==> src/rtl/square_shiftadd_pkg.sv <==
// Shared definitions for the fixed-point square / square-root blocks:
// FSM encoding, default operand width and Q-format fraction widths.
package square_shiftadd_pkg;

  localparam int unsigned DEF_IN_W   = 8;
  localparam int unsigned IN_FRAC_W  = 4;
  localparam int unsigned OUT_FRAC_W = 8;

  typedef enum logic [1:0] {
    ST_IDLE   = 2'd0,
    ST_RUN    = 2'd1,
    ST_FINISH = 2'd2
  } sq_state_e;

  // Bits needed to hold a down-counter loaded with w.
  function automatic int unsigned cnt_width(input int unsigned w);
    return $clog2(w + 1);
  endfunction

endpackage

==> src/rtl/square_shiftadd_if.sv <==
// Request/result bundle for the shift-add squarer.
interface square_shiftadd_if #(
  parameter int unsigned IN_W = square_shiftadd_pkg::DEF_IN_W
) ();

  logic                start;
  logic [IN_W-1:0]     x_in;
  logic [2*IN_W-1:0]   sq_out;
  logic                done;
  logic                busy;

  modport master (
    output start, x_in,
    input  sq_out, done, busy
  );

  modport slave (
    input  start, x_in,
    output sq_out, done, busy
  );

endinterface

==> src/rtl/square_shiftadd.sv <==
// Sequential unsigned squarer: one shift-add step per multiplier bit, LSB first,
// result Q(IN_W).(IN_W) from a Q(IN_W/2).(IN_W/2) operand.
module square_shiftadd
  import square_shiftadd_pkg::*;
#(
  parameter int unsigned IN_W = DEF_IN_W
) (
  input  logic             clk,
  input  logic             rst_n,
  square_shiftadd_if.slave bus
);

  localparam int unsigned OUT_W = 2 * IN_W;
  localparam int unsigned CNT_W = cnt_width(IN_W);

  sq_state_e          state_q, state_d;
  logic [OUT_W-1:0]   mcand_q, mcand_d;
  logic [IN_W-1:0]    mplier_q, mplier_d;
  logic [OUT_W-1:0]   acc_q, acc_d;
  logic [CNT_W-1:0]   cnt_q, cnt_d;
  logic [OUT_W-1:0]   sq_q, sq_d;
  logic               done_q, done_d;
  logic               busy_q, busy_d;

  always_ff @(posedge clk or negedge rst_n) begin
    if (!rst_n) begin
      state_q  <= ST_IDLE;
      mcand_q  <= '0;
      mplier_q <= '0;
      acc_q    <= '0;
      cnt_q    <= '0;
      sq_q     <= '0;
      done_q   <= 1'b0;
      busy_q   <= 1'b0;
    end else begin
      state_q  <= state_d;
      mcand_q  <= mcand_d;
      mplier_q <= mplier_d;
      acc_q    <= acc_d;
      cnt_q    <= cnt_d;
      sq_q     <= sq_d;
      done_q   <= done_d;
      busy_q   <= busy_d;
    end
  end

  // Multiplicand is kept pre-shifted so step k adds (operand << k) directly.
  always_comb begin
    state_d  = state_q;
    mcand_d  = mcand_q;
    mplier_d = mplier_q;
    acc_d    = acc_q;
    cnt_d    = cnt_q;
    sq_d     = sq_q;
    done_d   = 1'b0;
    busy_d   = busy_q;

    case (state_q)
      ST_IDLE: begin
        if (bus.start) begin
          mcand_d  = OUT_W'(bus.x_in);
          mplier_d = bus.x_in;
          acc_d    = '0;
          cnt_d    = CNT_W'(IN_W);
          busy_d   = 1'b1;
          state_d  = ST_RUN;
        end
      end
      ST_RUN: begin
        if (mplier_q[0]) begin
          acc_d = acc_q + mcand_q;
        end
        mcand_d  = mcand_q << 1;
        mplier_d = mplier_q >> 1;
        cnt_d    = cnt_q - CNT_W'(1);
        if (cnt_q == CNT_W'(1)) begin
          state_d = ST_FINISH;
        end
      end
      ST_FINISH: begin
        sq_d    = acc_q;
        done_d  = 1'b1;
        busy_d  = 1'b0;
        state_d = ST_IDLE;
      end
      default: begin
        state_d = ST_IDLE;
      end
    endcase
  end

  assign bus.sq_out = sq_q;
  assign bus.done   = done_q;
  assign bus.busy   = busy_q;

endmodule
==> src/flat_wrapper.sv <==
// flat-port wrapper written by rule: the top's interface ports become plain ports
module square_shiftadd_flat import square_shiftadd_pkg::*;
#(
  parameter int unsigned IN_W = DEF_IN_W
)
  (clk, rst_n, bus_start, bus_x_in, bus_sq_out, bus_done, bus_busy);
  square_shiftadd_if #(.IN_W(IN_W)) bus_i ();
  input  logic clk;
  input  logic rst_n;
  input wire logic [$bits(bus_i.start)-1:0] bus_start;
  input wire logic [$bits(bus_i.x_in)-1:0] bus_x_in;
  output wire logic [$bits(bus_i.sq_out)-1:0] bus_sq_out;
  output wire logic [$bits(bus_i.done)-1:0] bus_done;
  output wire logic [$bits(bus_i.busy)-1:0] bus_busy;
  assign bus_i.start = bus_start;
  assign bus_i.x_in = bus_x_in;
  assign bus_sq_out = bus_i.sq_out;
  assign bus_done = bus_i.done;
  assign bus_busy = bus_i.busy;
  square_shiftadd #(.IN_W(IN_W)) u_core (.clk(clk), .rst_n(rst_n), .bus(bus_i));
endmodule
==> config.mk <==
export PLATFORM = sky130hd
export DESIGN_NAME = square_shiftadd_flat
export DESIGN_NICKNAME = d
export VERILOG_FILES = /design/src/rtl/square_shiftadd_pkg.sv /design/src/rtl/square_shiftadd_if.sv /design/src/rtl/square_shiftadd.sv /design/src/flat_wrapper.sv
export SDC_FILE = /design/constraint.sdc
export NUM_CORES = 1
export LEC_CHECK = 0
export ABC_CLOCK_PERIOD_IN_PS = 2500
export BUFFER_PORTS_ARGS = -buffer_cell sky130_fd_sc_hd__buf_4
export CAP_MARGIN = 20
export CORE_MARGIN = 2
export CORE_UTILIZATION = 59
export DETAILED_ROUTE_END_ITERATION = 7
export GPL_TIMING_DRIVEN = 0
export PLACE_DENSITY = 0.83
export SYNTH_ARGS = -nofsm -noshare
export SYNTH_HDL_FRONTEND = slang
export SYNTH_SLANG_ARGS = --single-unit
==> constraint.sdc <==
create_clock -name clk -period 2.5 [get_ports clk]
set_clock_uncertainty 0.05 [all_clocks]
set_input_delay 0.25 -clock clk [delete_from_list [all_inputs] [get_ports clk]]
set_output_delay 0.25 -clock clk [all_outputs]
set_load 0.01 [all_outputs]
# Yosys cells after proc, flatten, opt, wreduce, memory -nomap -nowiden
# Cells that the tools add are included.
[totals]
input_bits = 11
ram_bits = 0
latchBits = 0
n_memories = 0
elab_cells = 38
ff_bits = 64
mem_bits_ro = 0
[op_classes]
eq_ne = 6
n_mul = 0
add_sub_neg = 2
bitwise_logic = 0
n_reduce_logical = 7
mux = 15
order_cmp = 0
div = 0
shift = 0
[op_table]
columns = ["operator", "count"]
rows = [
  ["16-bit one-hot mux with 2 select lines", 2],
  ["16-bit 2-to-1 mux", 3],
  ["16-bit adder", 1],
  ["8-bit one-hot mux with 2 select lines", 1],
  ["8-bit 2-to-1 mux", 1],
  ["4-bit one-hot mux with 2 select lines", 1],
  ["2-bit AND reduction", 3],
  ["4-bit by 1-bit equality test with 1-bit output, second input constant", 1],
  ["2-bit 2-to-1 mux", 2],
  ["4-bit 2-to-1 mux", 1],
  ["2-bit by 1-bit inequality test with 1-bit output, second input constant", 2],
  ["2-bit one-hot mux with 2 select lines", 1],
  ["2-bit nonzero test", 2],
  ["4-bit by 1-bit subtractor with 4-bit output, second input constant", 1],
  ["3-bit AND reduction", 1],
  ["2-bit by 1-bit equality test with 1-bit output, second input constant", 1],
  ["2-bit equality test, second input constant", 1],
  ["2-bit logical NOT", 1],
  ["1-bit 2-to-1 mux", 2],
  ["2-bit inequality test, second input constant", 1],
  ["1-bit one-hot mux with 2 select lines", 1],
]

# Longest topological paths before layout
# Gate-level depths: netlist of the first run.
[depth]
ltp_word = 3
mapped_depth = 10
mapped_depth_nobuf = 10

# Worst setup path after synthesis of the first run
# No wires, ideal clock.
[synth_timing]
path_type = "flip-flop to flip-flop"
startpoint = "register u_core.acc_q[0]"
endpoint = "register u_core.acc_q[14]"
period_less_slack_ns = 2.142
n_path_buf = 0
required_ns = 2.373
setup_time_ns = 0.077
slack_ns = 0.358
path_stages_with_launch = 11
arrival_time_ns = 2.015
cell_sequence = "dfrtp_1 > ha_1 > inv_1 > fa_1 > nand2b_2 > a21oi_2 > o221ai_1 > a21oi_1 > a31oi_1 > xor2_1 > o21ai_1"
[synth_via]
elab_chain_len = 3
[synth_lines]
columns = ["element", "line_no", "source"]
rows = [
  ["from (decl)", "square_shiftadd.sv:19", "logic [OUT_W-1:0] acc_q, acc_d;"],
  ["from (signal assigned)", "square_shiftadd.sv:30", "acc_q <= '0;"],
  ["from (signal assigned)", "square_shiftadd.sv:39", "acc_q <= acc_d;"],
  ["16-bit adder", "square_shiftadd.sv:71", "acc_d = acc_q + mcand_q;"],
  ["16-bit 2-to-1 mux", "square_shiftadd.sv:70", "if (mplier_q[0]) begin"],
  ["16-bit one-hot mux with 2 select lines", "square_shiftadd.sv:58", "case (state_q)"],
]
# Every way passes these cells. The select of a mux whose other input is x is not followed.
# A chain may end at the register's enable or synchronous reset.

# Worst setup path after layout of the first run
[layout_timing]
startpoint = "register u_core.mcand_q[0]"
endpoint = "register u_core.acc_q[8]"
[layout_via]
elab_chain_len = 3
[layout_lines]
columns = ["element", "line_no", "source"]
rows = [
  ["from (decl)", "square_shiftadd.sv:17", "logic [OUT_W-1:0] mcand_q, mcand_d;"],
  ["from (signal assigned)", "square_shiftadd.sv:37", "mcand_q <= mcand_d;"],
  ["16-bit adder", "square_shiftadd.sv:71", ""],
  ["16-bit 2-to-1 mux", "square_shiftadd.sv:70", ""],
  ["16-bit one-hot mux with 2 select lines", "square_shiftadd.sv:58", ""],
]
# Every way passes these cells. The select of a mux whose other input is x is not followed.

==> reports/qor.yml, run 1 <==
critical_path:
  cp.required_ns: 2.68
  cp_data_arrival_time_ns: 2.56
  critPathLaunchType: "flop"
  rr_worst_depth: 10
  path_cells: "ha_1 > inv_1 > fa_1 > nand2b_2 > a21oi_4 > o21ai_2 > a21boi_2 > o21a_1 > o21ai_0 > a32o_1"
  worst_path_max_delay_cell: "dfrtp_1"
  cp_max_fo: 3
  critPathTopFamily: "compound AO/OA/AOI/OAI gates"
  cp_num_buf_inv: 1
  crit_start: "u_core.mcand_q[0]"
  end_kind: "flop"
  cpPeakStageDelay_ns: 0.39
  path_depth: 10
  crit_type: "reg -> reg"
  reg2reg_from: "u_core.mcand_q[0]"
  regToRegSetupSlack_ns: 0.11
yosys:
  synth_fa_ha_area_frac: 0.0729
  syn_area_mm2: 0.00319
  ys_types: 47
  synth-seq-cells: 64
  avgSynthCellArea_um2: 10.6
  synth.most_common_cell: "dfrtp_1"
  postSynth.asyncResetShare: 1.00
  synth_xor_area_frac: 0.0192
  syn_inst: 302
  synth_edf_count: 0
  synth_mux_area_frac: 0.0561
  synth_commonest_cells: "64 x dfrtp_1, 45 x nand2_1, 18 x o21ai_0"
  synth_top_area_share: 0.502
  synth-seq-area-share: 0.502
  yosysWarningCount: 0
  synth_ff_type: "dfrtp_1"
  synth_top_family_by_area: "compound AO/OA/AOI/OAI gates"
  syn-num-nets: 331
  yosysTopAreaCell: "dfrtp_1"
  synth-simple-area-share: 0.149
  synthTopCellsByArea: "dfrtp_1 50%, ha_1 6.7%, mux2_2 5.3%"
  synth_compound_area_frac: 0.178
timing:
  layout_min_cycle_time_ns: 2.39
  worst_slack_ns: 0.114
  clock.fmax_mhz: 419
  finalMaxSlewViolations: 0
  worst_slew_pin_slew_ns: 0.773
  finalSetupViolCount: 0
  rsz0062_at_grt: "no"
  timing.setup.tns_ns: 0
  hold_viol: 0
  fin_crit_sh: 0.954
  fin_hold_ws_ns: 0.0902
  max_slew_margin: 0.485
job:
  cap_viol_max_count: 0
pwr:
  p_leak_uw: 0.00188
  p_int_uw: 3250
  power.share.clock: 0.246
  p_seq_frac: 0.337
  p_switching_uw: 1980
  netSwitchingFraction: 0.379
  vdd_drop_max_mv: 0.741
  p_per_area_mw_per_mm2: 1370
  comb_power_share: 0.417
placement:
  dp_slack_ns: 0.0678
  place_hpwl_um: 4690
  place.gp.congestion: 0.884
  port_buffers: 28
  place.detailed.instances: 400
route:
  vias: 2599
  routedWlPerCell_um: 16.7
  viasPerCell: 6.20
  drt_iter0_markers: 280
  wl_um: 6990
  dr.pass1.iters: 5
  ant_nets: 0
  drc: 0
global_routing:
  grt_use_met3: 0.0465
  first_global_vias: 2366
  antenna_found_initial: 0
  grt_pass1_wl_um: 11400
  grt_max_degree: 65
  track_usage: 0.247
  overflow: 0
  globalRouteMet1Util: 0.322
  met2_usage: 0.396
  grt.busiest_layer: "met2"
clock_network:
  cts_tree: "built"
  clkSinkCount: 64
  clk_pin_slew_ns: 0.07
  root_buffer: "clkbuf_8"
  h-tree-depth: 3
  cts_buffers: 9
  cts_max_path_buffers: 2
  clkLatencyLatePin_ns: 0.35
hold_path:
  hold_class: "in -> reg"
  holdPathStages: 2
  hold_start: "bus_x_in[0]"
floorplan:
  num_io_pins: 29
  fp.coreArea_mm2: 0.00517
  fp-row-count: 26
  die_area_mm2: 0.00601
  die_h_um: 77.6
  start_util: 0.617
  die_x_um: 77.6
cells_and_area:
  fin_util: 0.739
  fin_cells: 419
  fin_nets: 373
  diodes: 0
  syn2layout_area_growth_pct: 19.8
  drive_gt1_frac: 0.218
outcome:
  outcome: "finished, final reports clean"
[metrics by stage]
| step | area, um^2 | total power (uW) |
|---|---|---|
| floorplan | 3190 | 3230 |
| global placement | 3490 | 3740 |
| detailed placement | 3490 | 3850 |
| CTS | 3790 | 5160 |
| global route | 3820 | 5560 |
| finish | 3820 | 5230 |
[flip-flops by register name, summed over array words and instances (netlist names)]
register,count
u_core.mplier_q,8
u_core.state_q,2
u_core.bus.busy,1
u_core.mcand_q,16
u_core.bus.done,1
u_core.cnt_q,4
u_core.acc_q,16
u_core.bus.sq_out,16
[power groups by stage]
stage	Sequential (uW)	Combinational [uW]	Clock, uW
floorplan	1720	1510	0
global placement	1740	2000	0
detailed placement	1770	2090	0
CTS	1750	2120	1290
global route	1810	2410	1340
finish	1760	2180	1280
[cells in the final DEF (no fill, tap or decap), types with 5 or more instances in the layout]
cell type	instances
a221o_1	12
inv_1	8
ha_1	17
mux2_2	15
bufinv_16	5
clkbuf_1	7
nand2_1	45
and2_1	7
nand3_1	15
dfrtp_1	64
buf_4	30
a22o_1	5
a21oi_1	7
clkbuf_8	9
xor2_1	6
nor2_1	16
o21ai_0	18
[path summary, 6_finish.rpt]
| kind | end |
|---|---|
| setup / recovery | u_core.acc_q[8] |
| hold / removal | u_core.mcand_q[0] |
| setup reg to reg | u_core.acc_q[8] |
| hold reg to reg | u_core.bus.sq_out[1] |
| max in group asynchronous | u_core.bus.sq_out[8] |
| min in group asynchronous | u_core.mplier_q[2] |
[worst register-to-register path, stage by stage, from the launching register on]
cell	delay [ns]
dfrtp_1	0.39
ha_1	0.21
inv_1	0.06
fa_1	0.38
nand2b_2	0.23
a21oi_4	0.19
o21ai_2	0.09
a21boi_2	0.17
o21a_1	0.14
o21ai_0	0.08
a32o_1	0.27
[cells by family (layout without fill, tap and decap cells)]
kind of cell,after synthesis,count (layout)
AO/OA/AOI/OAI,76,76
XOR/XNOR,7,7
adder cells (fa/ha/maj),18,18
buffers and inverters,18,65
flip-flops,64,64
multiplexers,16,16
AND/OR/NAND/NOR,103,103
[metal layers]
layer,vias to the layer above,wire length (um)
li1,1187,-
met1,1295,3070
met2,95,3350
met5,-,0
met3,22,358
met4,0,215
[what timing repair did]
item                                    in CTS  in global routing
endpoints found under the hold margin       64                  0
resized for setup                            0                  3
hold buffers                                 1                  0
setup buffers                                0                  2
endpoints found under the setup margin       0                  3
[area by class of cell]
type | instances | area [um^2]
buffer | 10 | 41.3
multi-input combinational | 220 | 1540
inverter | 8 | 30.0
clock inverter | 7 | 168
tap | 70 | 87.6
sequential | 64 | 1600
timing repair buffer | 31 | 235
fill | 336 | 1350
clock buffer | 9 | 124
Note: power is estimated with default switching activity, not from simulation.
==> inputs of run 2 (changes only) <==
Settings changed: CTS_BUF_LIST from default to sky130_fd_sc_hd__clkbuf_16, CTS_CLUSTER_SIZE from default to 20.
==> reports/qor.yml, run 2 (synthesized netlist as in run 1, its figures left out) <==
critical_path:
  crit_type: "reg -> reg"
  end_kind: "flop"
  critPathLaunchType: "flop"
  cp_data_arrival_time_ns: 2.59  # +0.03 ns
  cp_max_fo: 3  # unchanged
  cp_num_buf_inv: 1  # unchanged
  worst_path_max_delay_cell: "dfrtp_1"
  path_cells: "ha_1 > inv_1 > fa_1 > nand2b_2 > a21oi_4 > o21ai_2 > a21boi_2 > o21a_1 > o21ai_0 > a32o_1"
  critPathTopFamily: "compound AO/OA/AOI/OAI gates"
  cpPeakStageDelay_ns: 0.39  # about the same
  cp.required_ns: 2.66  # -0.02 ns
clock_network:
  clkLatencyLatePin_ns: 0.33  # -0.02 ns
  root_buffer: "clkbuf_16"
  cts_max_path_buffers: 2  # unchanged
  h-tree-depth: 3  # unchanged
  cts_tree: "built"
  clkSinkCount: 64  # unchanged
  clk_pin_slew_ns: 0.05  # -0.02 ns
  cts_buffers: 9  # unchanged
route:
  vias: 2609  # +0.38%
  wl_um: 7360  # +5.3%
  wl_met3_um: 421  # +18%
  dr.pass1.iters: 5  # unchanged
  drt_iter0_markers: 255  # -8.9%
  viasPerCell: 6.21  # +0.15%
  ant_nets: 0  # unchanged
  top_layer: "met4"
  met1_length_um: 3130  # +1.8%
  drc: 0  # unchanged
  routedWlPerCell_um: 17.5  # +5.1%
  wl_met2_um: 3570  # +6.8%
hold_path:
  hold_class: "in -> reg"
pwr:
  power.share.clock: 0.292  # +0.046
  p_switching_uw: 2070  # +4.3%
  p_per_area_mw_per_mm2: 1430  # +4.8%
  p_int_uw: 3570  # +9.9%
  p_leak_uw: 0.00193  # +2.8%
  vdd_drop_max_mv: 0.772  # +4.1%
  fin_total_pwr_uw: 5630  # +7.8%
  p_seq_frac: 0.313  # -0.024
  netSwitchingFraction: 0.367  # -0.0123
  comb_power_share: 0.395  # -0.022
timing:
  worst_slew_pin_slew_ns: 0.769  # -0.00410 ns
  timing.setup.tns_ns: 0  # unchanged
  finalMaxSlewViolations: 0  # unchanged
  finalSetupViolCount: 0  # unchanged
  fin_crit_sh: 0.970  # +0.0158
  layout_min_cycle_time_ns: 2.43  # +0.0396 ns
  rsz0062_at_grt: "yes"
  worst_slack_ns: 0.0748  # -0.0396 ns
  clock.fmax_mhz: 412  # -1.6%
  hold_viol: 0  # unchanged
  max_slew_margin: 0.487  # +0.00273
floorplan:
  fp-row-count: 26  # unchanged
  fp.coreArea_mm2: 0.00517  # unchanged
  die_area_mm2: 0.00601  # unchanged
  num_io_pins: 29  # unchanged
  die_h_um: 77.6  # unchanged
  die_x_um: 77.6  # unchanged
  start_util: 0.617  # unchanged
global_routing:
  grt_pass1_wl_um: 12000  # +5.5%
  grt_max_degree: 65  # unchanged
  overflow: 0  # unchanged
  antenna_found_initial: 0  # unchanged
  track_usage: 0.259  # +0.0119
  first_global_vias: 2450  # +3.6%
job:
  cap_viol_max_count: 0  # unchanged
cells_and_area:
  drive_gt1_frac: 0.220  # +0.00223
  multi_input_area_mm2: 0.00154  # unchanged
  diodes: 0  # unchanged
  layout_commonest_cell: "dfrtp_1"
  fin_nets: 374  # +0.27%
  fillers: 324  # -3.6%
  layout_common_cells: "64 x dfrtp_1, 45 x nand2_1, 31 x buf_4"
  syn2layout_area_growth_pct: 23.2
  register_area_mm2: 0.00160  # unchanged
placement:
  place_hpwl_um: 4690  # unchanged
  place.gp.congestion: 0.884  # unchanged
  dp_slack_ns: 0.0678  # unchanged
  port_buffers: 28  # unchanged
outcome:
  outcome: "finished, final reports clean"
## run 2: cell types whose count changed in the layout (fill, tap and decap cells not counted)
cell and delta:
clkbuf_16 +9, clkbuf_8 -9, buf_4 +1
## run 2: final timing paths
check,startpoint,endpoint,slack [ns],cells after the start
min in group asynchronous,rst_n,u_core.mplier_q[2],0.49,2
max reg2reg,u_core.mcand_q[0],u_core.acc_q[8],0.07,10
max,u_core.mcand_q[0],u_core.acc_q[8],0.07,10
min,bus_x_in[0],u_core.mcand_q[0],0.11,2
max in group asynchronous,rst_n,u_core.bus.sq_out[12],1.40,2
min reg2reg,u_core.mplier_q[0],u_core.mplier_q[0],0.44,2
## run 2: area by class of cell
class,instances,area share
multi-input cells,220,0.391
plain buffers,10,0.0105
flip-flops and latches,64,0.407
inverters,8,0.00764
clock buffers,9,0.0573
repair buffers,32,0.0617
clock inverters,7,0.0426
well taps,70,0.0223
## run 2: timing repair
item                                   4_1_cts  5_1_grt
buffers inserted                             0        3
gates cloned                                 0        0
setup endpoints to repair                    1        3
endpoints found under the hold margin       64        0
resized for setup                            1        2
hold buffers                                 1        0
pin swaps                                    0        2
## run 2: layer usage
layer | up-vias | global-route usage
li1 | 1195 | -
met1 | 1282 | 0.339
met4 | 0 | 0.141
met3 | 30 | 0.0430
met5 | - | 0
met2 | 102 | 0.414
## run 2: metrics by stage
step	util	cells	cell area [um^2]	hold slack, ns
CTS	0.753	417	3900	0.105
floorplan	-	302	3190	-0.0956
global route	0.760	420	3930	0.106
finish	0.760	420	3930	0.107
detailed placement	0.675	400	3490	0.326
global placement	0.675	400	3490	0.323
## run 2: power groups by stage
stage | combinational (uW) | sequential, uW | clock, uW
floorplan | 1510 | 1720 | 0
finish | 2220 | 1770 | 1650
global placement | 2000 | 1740 | 0
global route | 2450 | 1810 | 1700
CTS | 2140 | 1760 | 1650
detailed placement | 2090 | 1770 | 0
